<file path="src/rtl/conv1_pkg.sv">
// Shared types and default geometry for the conv1 frame scheduler.
package conv1_pkg;

  localparam int unsigned DEF_IMG_W    = 28;
  localparam int unsigned DEF_IMG_H    = 28;
  localparam int unsigned DEF_K        = 3;
  localparam int unsigned DEF_LANES    = 8;
  localparam int unsigned DEF_CONV_LAT = 9;

  localparam int unsigned DEF_OUT_W = DEF_IMG_W - DEF_K + 1;
  localparam int unsigned DEF_OUT_H = DEF_IMG_H - DEF_K + 1;
  localparam int unsigned DEF_N_WIN = DEF_OUT_W * DEF_OUT_H;

  typedef enum logic [1:0] {
    StIdle,
    StRun,
    StDrain,
    StDone
  } state_e;

  // Bit width able to index v items, never narrower than one bit.
  function automatic int unsigned clog2_min1(input int unsigned v);
    return (v > 1) ? $clog2(v) : 1;
  endfunction

endpackage

</file>
<file path="src/rtl/conv1_xy_cnt.sv">
// Raster-order row/column counter with synchronous clear, enable and wrap flags.
module conv1_xy_cnt
  import conv1_pkg::*;
#(
  parameter int unsigned W  = DEF_IMG_W,
  parameter int unsigned H  = DEF_IMG_H,
  parameter int unsigned CW = clog2_min1(W),
  parameter int unsigned RW = clog2_min1(H)
) (
  input  logic          clk,
  input  logic          rst_n,
  input  logic          clr,
  input  logic          en,
  output logic [RW-1:0] row,
  output logic [CW-1:0] col,
  output logic          col_wrap,
  output logic          row_last
);

  logic [RW-1:0] row_q;
  logic [CW-1:0] col_q;

  assign col_wrap = (col_q == CW'(W - 1));
  assign row_last = (row_q == RW'(H - 1));
  assign row      = row_q;
  assign col      = col_q;

  always_ff @(posedge clk or negedge rst_n) begin
    if (!rst_n) begin
      row_q <= '0;
      col_q <= '0;
    end else if (clr) begin
      row_q <= '0;
      col_q <= '0;
    end else if (en) begin
      if (col_wrap) begin
        col_q <= '0;
        row_q <= row_last ? '0 : row_q + 1'b1;
      end else begin
        col_q <= col_q + 1'b1;
      end
    end
  end

endmodule

</file>
<file path="src/rtl/conv1_sched.sv">
// Frame controller for conv1: line-buffer writes, window issue phase-locked to the
// datapath lane counter, result coordinate tagging and frame completion.
module conv1_sched
  import conv1_pkg::*;
#(
  parameter int unsigned IMG_W    = DEF_IMG_W,
  parameter int unsigned IMG_H    = DEF_IMG_H,
  parameter int unsigned K        = DEF_K,
  parameter int unsigned LANES    = DEF_LANES,
  parameter int unsigned CONV_LAT = DEF_CONV_LAT
) (
  input  logic                           clk,
  input  logic                           rst_n,
  input  logic                           start,
  input  logic                           abort,
  output logic                           busy,
  output logic                           done,
  input  logic                           pix_valid,
  output logic                           pix_ready,
  output logic                           lb_wr_en,
  output logic [1:0]                     lb_wr_row,
  output logic [$clog2(IMG_W)-1:0]       lb_wr_col,
  output logic                           win_valid,
  output logic [$clog2(IMG_H-K+1)-1:0]   win_row,
  output logic [$clog2(IMG_W-K+1)-1:0]   win_col,
  output logic [2:0]                     lane,
  input  logic                           conv_valid,
  output logic                           out_valid,
  output logic [$clog2(IMG_H-K+1)-1:0]   out_row,
  output logic [$clog2(IMG_W-K+1)-1:0]   out_col
);

  localparam int unsigned OUT_W = IMG_W - K + 1;
  localparam int unsigned OUT_H = IMG_H - K + 1;
  localparam int unsigned PCW   = $clog2(IMG_W);
  localparam int unsigned PRW   = $clog2(IMG_H);
  localparam int unsigned OCW   = $clog2(OUT_W);
  localparam int unsigned ORW   = $clog2(OUT_H);
  localparam int unsigned FLW   = $clog2(CONV_LAT + 1);

  state_e state_q, state_d;

  logic [2:0]     lane_q;
  logic [1:0]     ring_q;
  logic [FLW-1:0] flush_q;
  logic           fin_q;
  logic           win_valid_q;
  logic [ORW-1:0] win_row_q;
  logic [OCW-1:0] win_col_q;
  logic           out_valid_q;
  logic [ORW-1:0] out_row_q;
  logic [OCW-1:0] out_col_q;

  logic [PRW-1:0] pix_row;
  logic [PCW-1:0] pix_col;
  logic           pix_col_wrap, pix_row_last, pix_last;
  logic [ORW-1:0] res_row;
  logic [OCW-1:0] res_col;
  logic           res_col_wrap, res_row_last, res_last;

  logic running, busy_s, accept, cnt_clr, issue, res_en;

  assign running  = (state_q == StRun);
  assign busy_s   = running | (state_q == StDrain);
  assign accept   = pix_valid & running;
  assign cnt_clr  = abort | (state_q == StIdle) | (state_q == StDone);
  assign pix_last = pix_row_last & pix_col_wrap;
  assign res_last = res_row_last & res_col_wrap;
  assign issue    = accept & ~abort & (pix_row >= PRW'(K - 1)) & (pix_col >= PCW'(K - 1));
  // Results landing within CONV_LAT cycles of an abort belong to the cancelled frame.
  assign res_en   = conv_valid & busy_s & ~abort & (flush_q == '0);

  conv1_xy_cnt #(
    .W (IMG_W),
    .H (IMG_H),
    .CW(PCW),
    .RW(PRW)
  ) u_pix_cnt (
    .clk     (clk),
    .rst_n   (rst_n),
    .clr     (cnt_clr),
    .en      (accept & ~abort),
    .row     (pix_row),
    .col     (pix_col),
    .col_wrap(pix_col_wrap),
    .row_last(pix_row_last)
  );

  conv1_xy_cnt #(
    .W (OUT_W),
    .H (OUT_H),
    .CW(OCW),
    .RW(ORW)
  ) u_res_cnt (
    .clk     (clk),
    .rst_n   (rst_n),
    .clr     (cnt_clr),
    .en      (res_en),
    .row     (res_row),
    .col     (res_col),
    .col_wrap(res_col_wrap),
    .row_last(res_row_last)
  );

  always_comb begin
    state_d = state_q;
    unique case (state_q)
      StIdle:  if (start) state_d = StRun;
      StRun:   if (accept && pix_last) state_d = StDrain;
      StDrain: if (fin_q) state_d = StDone;
      StDone:  state_d = StIdle;
      default: state_d = StIdle;
    endcase
    if (abort) state_d = StIdle;
  end

  always_ff @(posedge clk or negedge rst_n) begin
    if (!rst_n) begin
      state_q <= StIdle;
    end else begin
      state_q <= state_d;
    end
  end

  // Free-running phase shared with the datapath; never gated by state.
  always_ff @(posedge clk or negedge rst_n) begin
    if (!rst_n) begin
      lane_q <= '0;
    end else begin
      lane_q <= (lane_q == 3'(LANES - 1)) ? '0 : lane_q + 1'b1;
    end
  end

  always_ff @(posedge clk or negedge rst_n) begin
    if (!rst_n) begin
      ring_q  <= '0;
      fin_q   <= 1'b0;
      flush_q <= '0;
    end else begin
      if (cnt_clr) begin
        ring_q <= '0;
      end else if (accept && pix_col_wrap) begin
        ring_q <= (ring_q == 2'(K - 1)) ? '0 : ring_q + 1'b1;
      end
      if (cnt_clr) begin
        fin_q <= 1'b0;
      end else if (res_en && res_last) begin
        fin_q <= 1'b1;
      end
      if (abort) begin
        flush_q <= FLW'(CONV_LAT);
      end else if (flush_q != '0) begin
        flush_q <= flush_q - 1'b1;
      end
    end
  end

  always_ff @(posedge clk or negedge rst_n) begin
    if (!rst_n) begin
      win_valid_q <= 1'b0;
      win_row_q   <= '0;
      win_col_q   <= '0;
      out_valid_q <= 1'b0;
      out_row_q   <= '0;
      out_col_q   <= '0;
    end else begin
      win_valid_q <= issue;
      if (issue) begin
        win_row_q <= ORW'(pix_row - PRW'(K - 1));
        win_col_q <= OCW'(pix_col - PCW'(K - 1));
      end
      out_valid_q <= res_en;
      if (res_en) begin
        out_row_q <= res_row;
        out_col_q <= res_col;
      end
    end
  end

  assign busy      = busy_s;
  assign done      = (state_q == StDone);
  assign pix_ready = running;
  assign lb_wr_en  = accept;
  assign lb_wr_row = ring_q;
  assign lb_wr_col = pix_col;
  assign win_valid = win_valid_q;
  assign win_row   = win_row_q;
  assign win_col   = win_col_q;
  assign lane      = lane_q;
  assign out_valid = out_valid_q;
  assign out_row   = out_row_q;
  assign out_col   = out_col_q;

endmodule

</file>
<file path="config.mk">
export PLATFORM = sky130hd
export DESIGN_NAME = conv1_sched
export DESIGN_NICKNAME = d
export VERILOG_FILES = /design/src/rtl/conv1_pkg.sv /design/src/rtl/conv1_xy_cnt.sv /design/src/rtl/conv1_sched.sv
export SDC_FILE = /design/constraint.sdc
export NUM_CORES = 1
export LEC_CHECK = 0
export ABC_AREA = 0
export CORE_MARGIN = 2
export CORE_UTILIZATION = 50
export DETAILED_ROUTE_END_ITERATION = 7
export DONT_BUFFER_PORTS = 1
export PLACE_DENSITY_LB_ADDON = 0.05
export SETUP_SLACK_MARGIN = 0.2
export SKIP_LAST_GASP = 1
export SLEW_MARGIN = 0
export SYNTH_ARGS = -nofsm -noshare
export SYNTH_HDL_FRONTEND = slang
export SYNTH_SLANG_ARGS = --single-unit
export TNS_END_PERCENT = 1
</file>
<file path="constraint.sdc">
create_clock -name clk -period 2.5 [get_ports clk]
set_clock_uncertainty 0.2 [all_clocks]
set_input_delay 0.125 -clock clk [delete_from_list [all_inputs] [get_ports clk]]
set_output_delay 0.125 -clock clk [all_outputs]
set_load 0.02 [all_outputs]
</file>
==> results.json, run 1 <==
{
  "status": "finished, final reports clean",
  "final_cell_area_mm2": 0.00302,
  "grt_max_degree": 55,
  "fp.dieW_um": 78.3,
  "clkTransAtPathRegs_ns": 0.09,
  "swShare_pct": 29.5,
  "yosysTopAreaCell": "dfrtp_1",
  "track_usage_pct": 18.1,
  "dieArea_mm2": 0.00613,
  "vias": 1792,
  "p_sw_mw": 0.531,
  "p_leak_nw": 1.45,
  "rsz0062_at_grt": "true",
  "syn-cell-area_mm2": 0.00276,
  "clock-root-buffer": "clkbuf_8",
  "synth.top_cell.area_share_pct": 49.0,
  "postPlaceCellArea_mm2": 0.00286,
  "worst_hold_path.num_cells": 3,
  "cp-start-kind": "flip-flop",
  "postSynthCellCount": 246,
  "ys_ff_latch": 54,
  "clk_latency_ns": 0.30,
  "relSlewSlack_pct": 70.6,
  "antenna_found_initial": 0,
  "final.fill_count": 505,
  "cts.sinks": 54,
  "cp.required_ns": 2.53,
  "drc_errors": 0,
  "gr-total-overflow": 0,
  "power.internal_mw": 1.27,
  "power_density_mw_per_mm2": 596,
  "synth_fp_nets": 271,
  "final_cells": 330,
  "power_mw": 1.80,
  "core_mm2": 0.00541,
  "ios": 42,
  "max_cap_violations": 0,
  "min_period_ns": 2.27,
  "dr.first_iter.drc_count": 137,
  "numCtsBuffers": 5,
  "setup_tns_ns": 0,
  "start_util_pct": 51.1,
  "grt_pass1_vias": 1780,
  "pwr-share-clk_pct": 27.8,
  "fmax_mhz": 441,
  "fin_ws_ns": 0.231,
  "seqPwrFrac_pct": 51.5,
  "wl_um": 5140,
  "rows": 27,
  "dr.pass1.iters": 4,
  "area_growth_pct": 9.34,
  "via_per_inst": 5.43,
  "grt_pass1_wl_um": 8630,
  "crit_type": "flip-flop to flip-flop",
  "clockBufferDepth": 2,
  "nets": 282,
  "syn_avg_cell_area_um2": 11.2,
  "hold_viol_final": 0,
  "worst_pin_slew_ns": 0.441,
  "drive_gt1_share_pct": 17.4,
  "synth_area_leaders": "dfrtp_1 49%, ha_1 8.6%, mux2_2 4.9%, mux2_4 3.8%, a21oi_1 3.6%",
  "synth_edf_count": 0,
  "htreeDepth": 2,
  "synth.distinct_cells": 44,
  "port_buffers": 0,
  "antenna_cells": 0,
  "dp.final_hpwl_um": 3520,
  "wl_per_cell_um": 15.6,
  "ff2ff_path_depth": 7,
  "setup_violations": 0,
  "crit_arrival_ns": 2.29,
  "post-route-period-util_pct": 90.8,
  "comb_power_share_pct": 20.7,
  "irDropWorstVdd_v": 0.000306,
  "ys_warn_count": 0,
  "hp-class": "primary input to flip-flop",
  "dpl_worst_slack_ns": 0.151,
  "async_flop_share_pct": 100,
  "die_h_um": 78.3,
  "drtAntennaViolNets": 0,
  "yosys_most_used_dff": "dfrtp_1",
  "dp_cells": 318,
  "ys_seq_area_share_pct": 49.0,
  "end_kind": "flip-flop",
  "cts_tree": "done",
  "cp_max_fo": 9,
  "place_congestion": 0.747,
  "timing.final.max_slew_violations": 0
}
==> what timing repair did <==
action,CTS,global route
hold buffers,4,0
cloned,0,0
setup buffers,0,0
hold endpoints to repair,68,0
resized for setup,1,1
setup endpoints to repair,8,14
==> kinds of logic after synthesis <==
family / synth area share (%)
and+or+nand+nor: 16.1
xor gates and xnor gates: 1.59
adders and majority gates: 8.61
AOI/OAI and AO/OA: 8.52
DFF: 49.0
muxes: 11.6
buffers and inverters: 4.58
==> cell usage after synthesis (2+ instances only) <==
| cell | count |
|---|---|
| inv_1 | 17 |
| nand2b_1 | 5 |
| inv_2 | 2 |
| nand3_1 | 7 |
| clkbuf_1 | 4 |
| mux2i_1 | 8 |
| nand2_1 | 13 |
| and3b_1 | 2 |
| nor2_1 | 12 |
| o21ai_0 | 3 |
| a21oi_1 | 20 |
| nor3_1 | 7 |
| nand4b_1 | 3 |
| a311oi_1 | 2 |
| and4b_1 | 4 |
| ha_1 | 19 |
| mux2_4 | 7 |
| dfrtp_1 | 54 |
| a31o_2 | 2 |
| buf_2 | 2 |
| or3_1 | 12 |
| xor2_1 | 4 |
| buf_6 | 2 |
| nor2b_1 | 3 |
| mux2_2 | 12 |
| a41oi_1 | 2 |
==> state kept, by name, summed over array words and instances, names as in the netlist, 3 cells and up <==
signal         count
out_col            5
out_row            5
u_pix_cnt.col      5
u_pix_cnt.row      5
u_res_cnt.col      5
u_res_cnt.row      5
win_col            5
win_row            5
flush_q            4
lane               3
==> layout make-up <==
type	count	area (µm²)	area share (%)
tap	72	90.1	2.99
sequential	54	1350	44.8
clock inverter	1	5.00	0.166
timing repair buffer	13	125	4.15
multi-input combinational	164	1290	42.7
clock buffer	7	86.3	2.86
inverter	19	71.3	2.36
==> path summary, 6_finish.rpt <==
kind                       slack (ns)               end             start
max                              0.23  u_pix_cnt.row[3]        state_q[1]
min                              0.04        state_q[1]             start
max reg2reg                      0.23  u_pix_cnt.row[3]        state_q[1]
min reg2reg                      0.32  u_res_cnt.col[4]  u_res_cnt.col[4]
max in group asynchronous        1.70  u_res_cnt.row[0]             rst_n
min in group asynchronous        0.15        win_col[3]             rst_n
==> cell usage in the layout (no fill, tap or decap), drive strengths merged, types with 2 or more instances in the layout <==
cell type,Yosys,routed
a2111oi,2,2
a21oi,20,20
a311oi,2,2
a31o,2,2
a41oi,2,2
and3b,2,2
and4b,4,4
buf,5,10
clkbuf,4,7
dfrtp,54,54
dlygate4sd3,0,3
ha,19,19
inv,19,19
mux2,19,19
mux2i,8,8
nand2,14,14
nand2b,5,5
nand3,8,8
nand4b,3,3
nor2,12,12
nor2b,3,3
nor3,7,7
o21ai,3,3
or3,12,12
xor2,4,4
==> worst max-delay path, cell delays in order (launching register included) <==
cell and delay (ns):
dfrtp_1 0.42, inv_1 0.09, ha_1 0.25, buf_4 0.19, and3_1 0.29, nand2_1 0.22, or3_1 0.38, a21oi_1 0.15
==> power by group through the flow <==
stage	clock, mW	combinational [mW]	sequential, mW
5_1_grt	0.555	0.413	0.931
3_5_place_dp	0	0.343	0.944
3_3_place_gp	0	0.343	0.943
6_report	0.500	0.372	0.926
4_1_cts	0.521	0.375	0.927
2_1_floorplan	0	0.247	0.941
==> per-layer routing <==
layer  up-vias  global-route usage [%]  share of wire [%]
li1        887                       -                  -
met1       862                    27.1                 52
met2        37                    24.7                 42
met3         6                    5.86                5.4
met4         0                    5.79                1.4
met5         -                       0                  0
==> stage by stage <==
step                      hold WS [ns]  utilization [%]
after floorplan                 -0.371                -
after global placement          -0.369             53.0
after detailed placement        -0.369             53.0
after CTS                       0.0150             55.7
after global routing            0.0437             55.8
final                           0.0361             55.8
Note: power is estimated with default switching activity, not from simulation.
==> inputs of run 2 (changes only) <==
--- a/config.mk
+++ b/config.mk
@@ -8,12 +8,13 @@
 export ABC_AREA = 0
 export CORE_MARGIN = 2
 export CORE_UTILIZATION = 50
+export CTS_BUF_LIST = sky130_fd_sc_hd__clkbuf_4 sky130_fd_sc_hd__clkbuf_8
 export DETAILED_ROUTE_END_ITERATION = 7
 export DONT_BUFFER_PORTS = 1
 export PLACE_DENSITY_LB_ADDON = 0.05
 export SETUP_SLACK_MARGIN = 0.2
 export SKIP_LAST_GASP = 1
-export SLEW_MARGIN = 0
+export SLEW_MARGIN = 20
 export SYNTH_ARGS = -nofsm -noshare
 export SYNTH_HDL_FRONTEND = slang
 export SYNTH_SLANG_ARGS = --single-unit
==> run 2 against run 1 <==
Against the previous run:
- sequential power hardly changed
- largest power group unchanged
- combinational power hardly changed
- fmax stayed put
- power is 0.62% higher
- first-iteration DRC count stayed put
- setup slack stayed put
==> results.json, run 2 (synthesized netlist as in run 1, its figures left out) <==
{
  "final.fill_count": 505,
  "post-route-period-util_pct": 90.8,
  "rr_endpoint": "u_pix_cnt.row[3]",
  "core_mm2": 0.00541,
  "rows": 27,
  "vias": 1792,
  "min_period_ns": 2.27,
  "relSlewSlack_pct": 70.6,
  "drc_errors": 0,
  "nets": 282,
  "htreeDepth": 2,
  "clk_latency_ns": 0.30,
  "irDropWorstVdd_v": 0.000307,
  "grt_max_degree": 55,
  "fp.dieW_um": 78.3,
  "start_util_pct": 51.1,
  "utilization_pct": 55.9,
  "antenna_cells": 0,
  "dpl_worst_slack_ns": 0.151,
  "clockBufferDepth": 2,
  "crit_family": "simple AND/OR/NAND/NOR gates",
  "drtAntennaViolNets": 0,
  "status": "finished, final reports clean",
  "track_usage_pct": 18.1,
  "numCtsBuffers": 5,
  "end_kind": "flip-flop",
  "area_growth_pct": 9.47,
  "cp_max_fo": 9,
  "drive_gt1_share_pct": 17.8,
  "cts_tree": "done",
  "cp.required_ns": 2.53,
  "most-common-layout-cells": "54 x dfrtp_1, 20 x a21oi_1, 19 x ha_1, 17 x inv_1, 13 x nand2_1",
  "setup_tns_ns": 0,
  "worst_pin_slew_ns": 0.441,
  "slowest_stage": "dfrtp_1",
  "power_density_mw_per_mm2": 599,
  "crit_arrival_ns": 2.30,
  "cts.sinks": 54,
  "place_congestion": 0.747,
  "clkTransAtPathRegs_ns": 0.09,
  "port_buffers": 0,
  "wl_um": 5140,
  "via_per_inst": 5.43,
  "setup_violations": 0,
  "grt_pass1_vias": 1780,
  "rsz0062_at_grt": "true",
  "dr.pass1.iters": 4,
  "clock-root-buffer": "clkbuf_8",
  "hp-class": "primary input to flip-flop",
  "timing.final.max_slew_violations": 0,
  "cp-start-kind": "flip-flop",
  "power_mw": 1.81,
  "crit_type": "flip-flop to flip-flop",
  "hold_viol_final": 0,
  "dp_cells": 318,
  "die_h_um": 78.3,
  "worst_hold_path.num_cells": 3,
  "path_cells": "inv_1 -> ha_1 -> buf_4 -> and3_1 -> nand2_1 -> or3_1 -> a21oi_1",
  "dr.first_iter.drc_count": 137,
  "final_common_cell": "dfrtp_1",
  "fmax_mhz": 441,
  "crit_buf_inv": 2,
  "gr-total-overflow": 0,
  "p_leak_nw": 1.45,
  "dieArea_mm2": 0.00613,
  "crit_cells": 7,
  "ff2ff_path_depth": 7,
  "reg2reg_from": "state_q[1]",
  "crit_end": "u_pix_cnt.row[3]",
  "rrSetupSlack_ns": 0.23,
  "ios": 42,
  "dp.final_hpwl_um": 3520,
  "final_cells": 330,
  "crit_path_start": "state_q[1]",
  "wl_per_cell_um": 15.6,
  "fin_ws_ns": 0.231,
  "max_cap_violations": 0,
  "grt_pass1_wl_um": 8630,
  "slowest_delay_ns": 0.42,
  "antenna_found_initial": 0
}
-- run 2: cell types whose count changed in the layout (fill, tap and decap cells not counted) --
cell / previous run / this run
clkbuf_4: 0 / 1
clkbuf_1: 1 / 0
-- run 2: through the flow --
step	hold WS [ns]	instance area, µm²
floorplan	-0.371	2760
global placement	-0.369	2860
detailed placement	-0.369	2860
CTS	0.0150	3020
global route	0.0437	3020
finish	0.0361	3020
-- run 2: worst min-delay path, cell delays in order --
cell	delay, ns
nor2b_1	0.10
a221o_1	0.19
mux2i_1	0.09
-- run 2: worst min-delay path by stage --
stage | from | to | slack [ns]
after detailed placement | rst_n | win_valid | -0.37
after CTS | start | state_q[1] | 0.02
final | start | state_q[1] | 0.04
after floorplan | rst_n | fin_q | -0.37
after global routing | start | state_q[1] | 0.04
after global placement | rst_n | win_valid | -0.37
-- run 2: repair_timing --
item,CTS,global route
resized for setup,1,1
endpoints found under the setup margin,8,14
setup buffers,0,0
hold buffers,4,0
endpoints found under the hold margin,68,0
-- run 2: report_power, final --
part / internal [mW] / total (mW) / switching [mW]
logic: 0.145 / 0.372 / 0.228
clock network: 0.235 / 0.511 / 0.276
registers: 0.899 / 0.926 / 0.0271
total: 1.28 / 1.81 / 0.531
-- run 2: cell type report --
cell class | count | area [µm²] | share of cell area (%)
Tap cell | 72 | 90.1 | 2.98
Sequential cell | 54 | 1350 | 44.7
Clock buffer | 7 | 90.1 | 2.98
Clock inverter | 1 | 5.00 | 0.166
Inverter | 19 | 71.3 | 2.36
Multi-Input combinational cell | 164 | 1290 | 42.7
Timing Repair Buffer | 13 | 125 | 4.14
-- run 2: layer usage --
| layer | global-route usage, % | routed length (µm) |
|---|---|---|
| met5 | 0 | 0 |
| met3 | 5.86 | 276 |
| met4 | 5.79 | 72 |
| met2 | 24.7 | 2140 |
| met1 | 27.1 | 2650 |
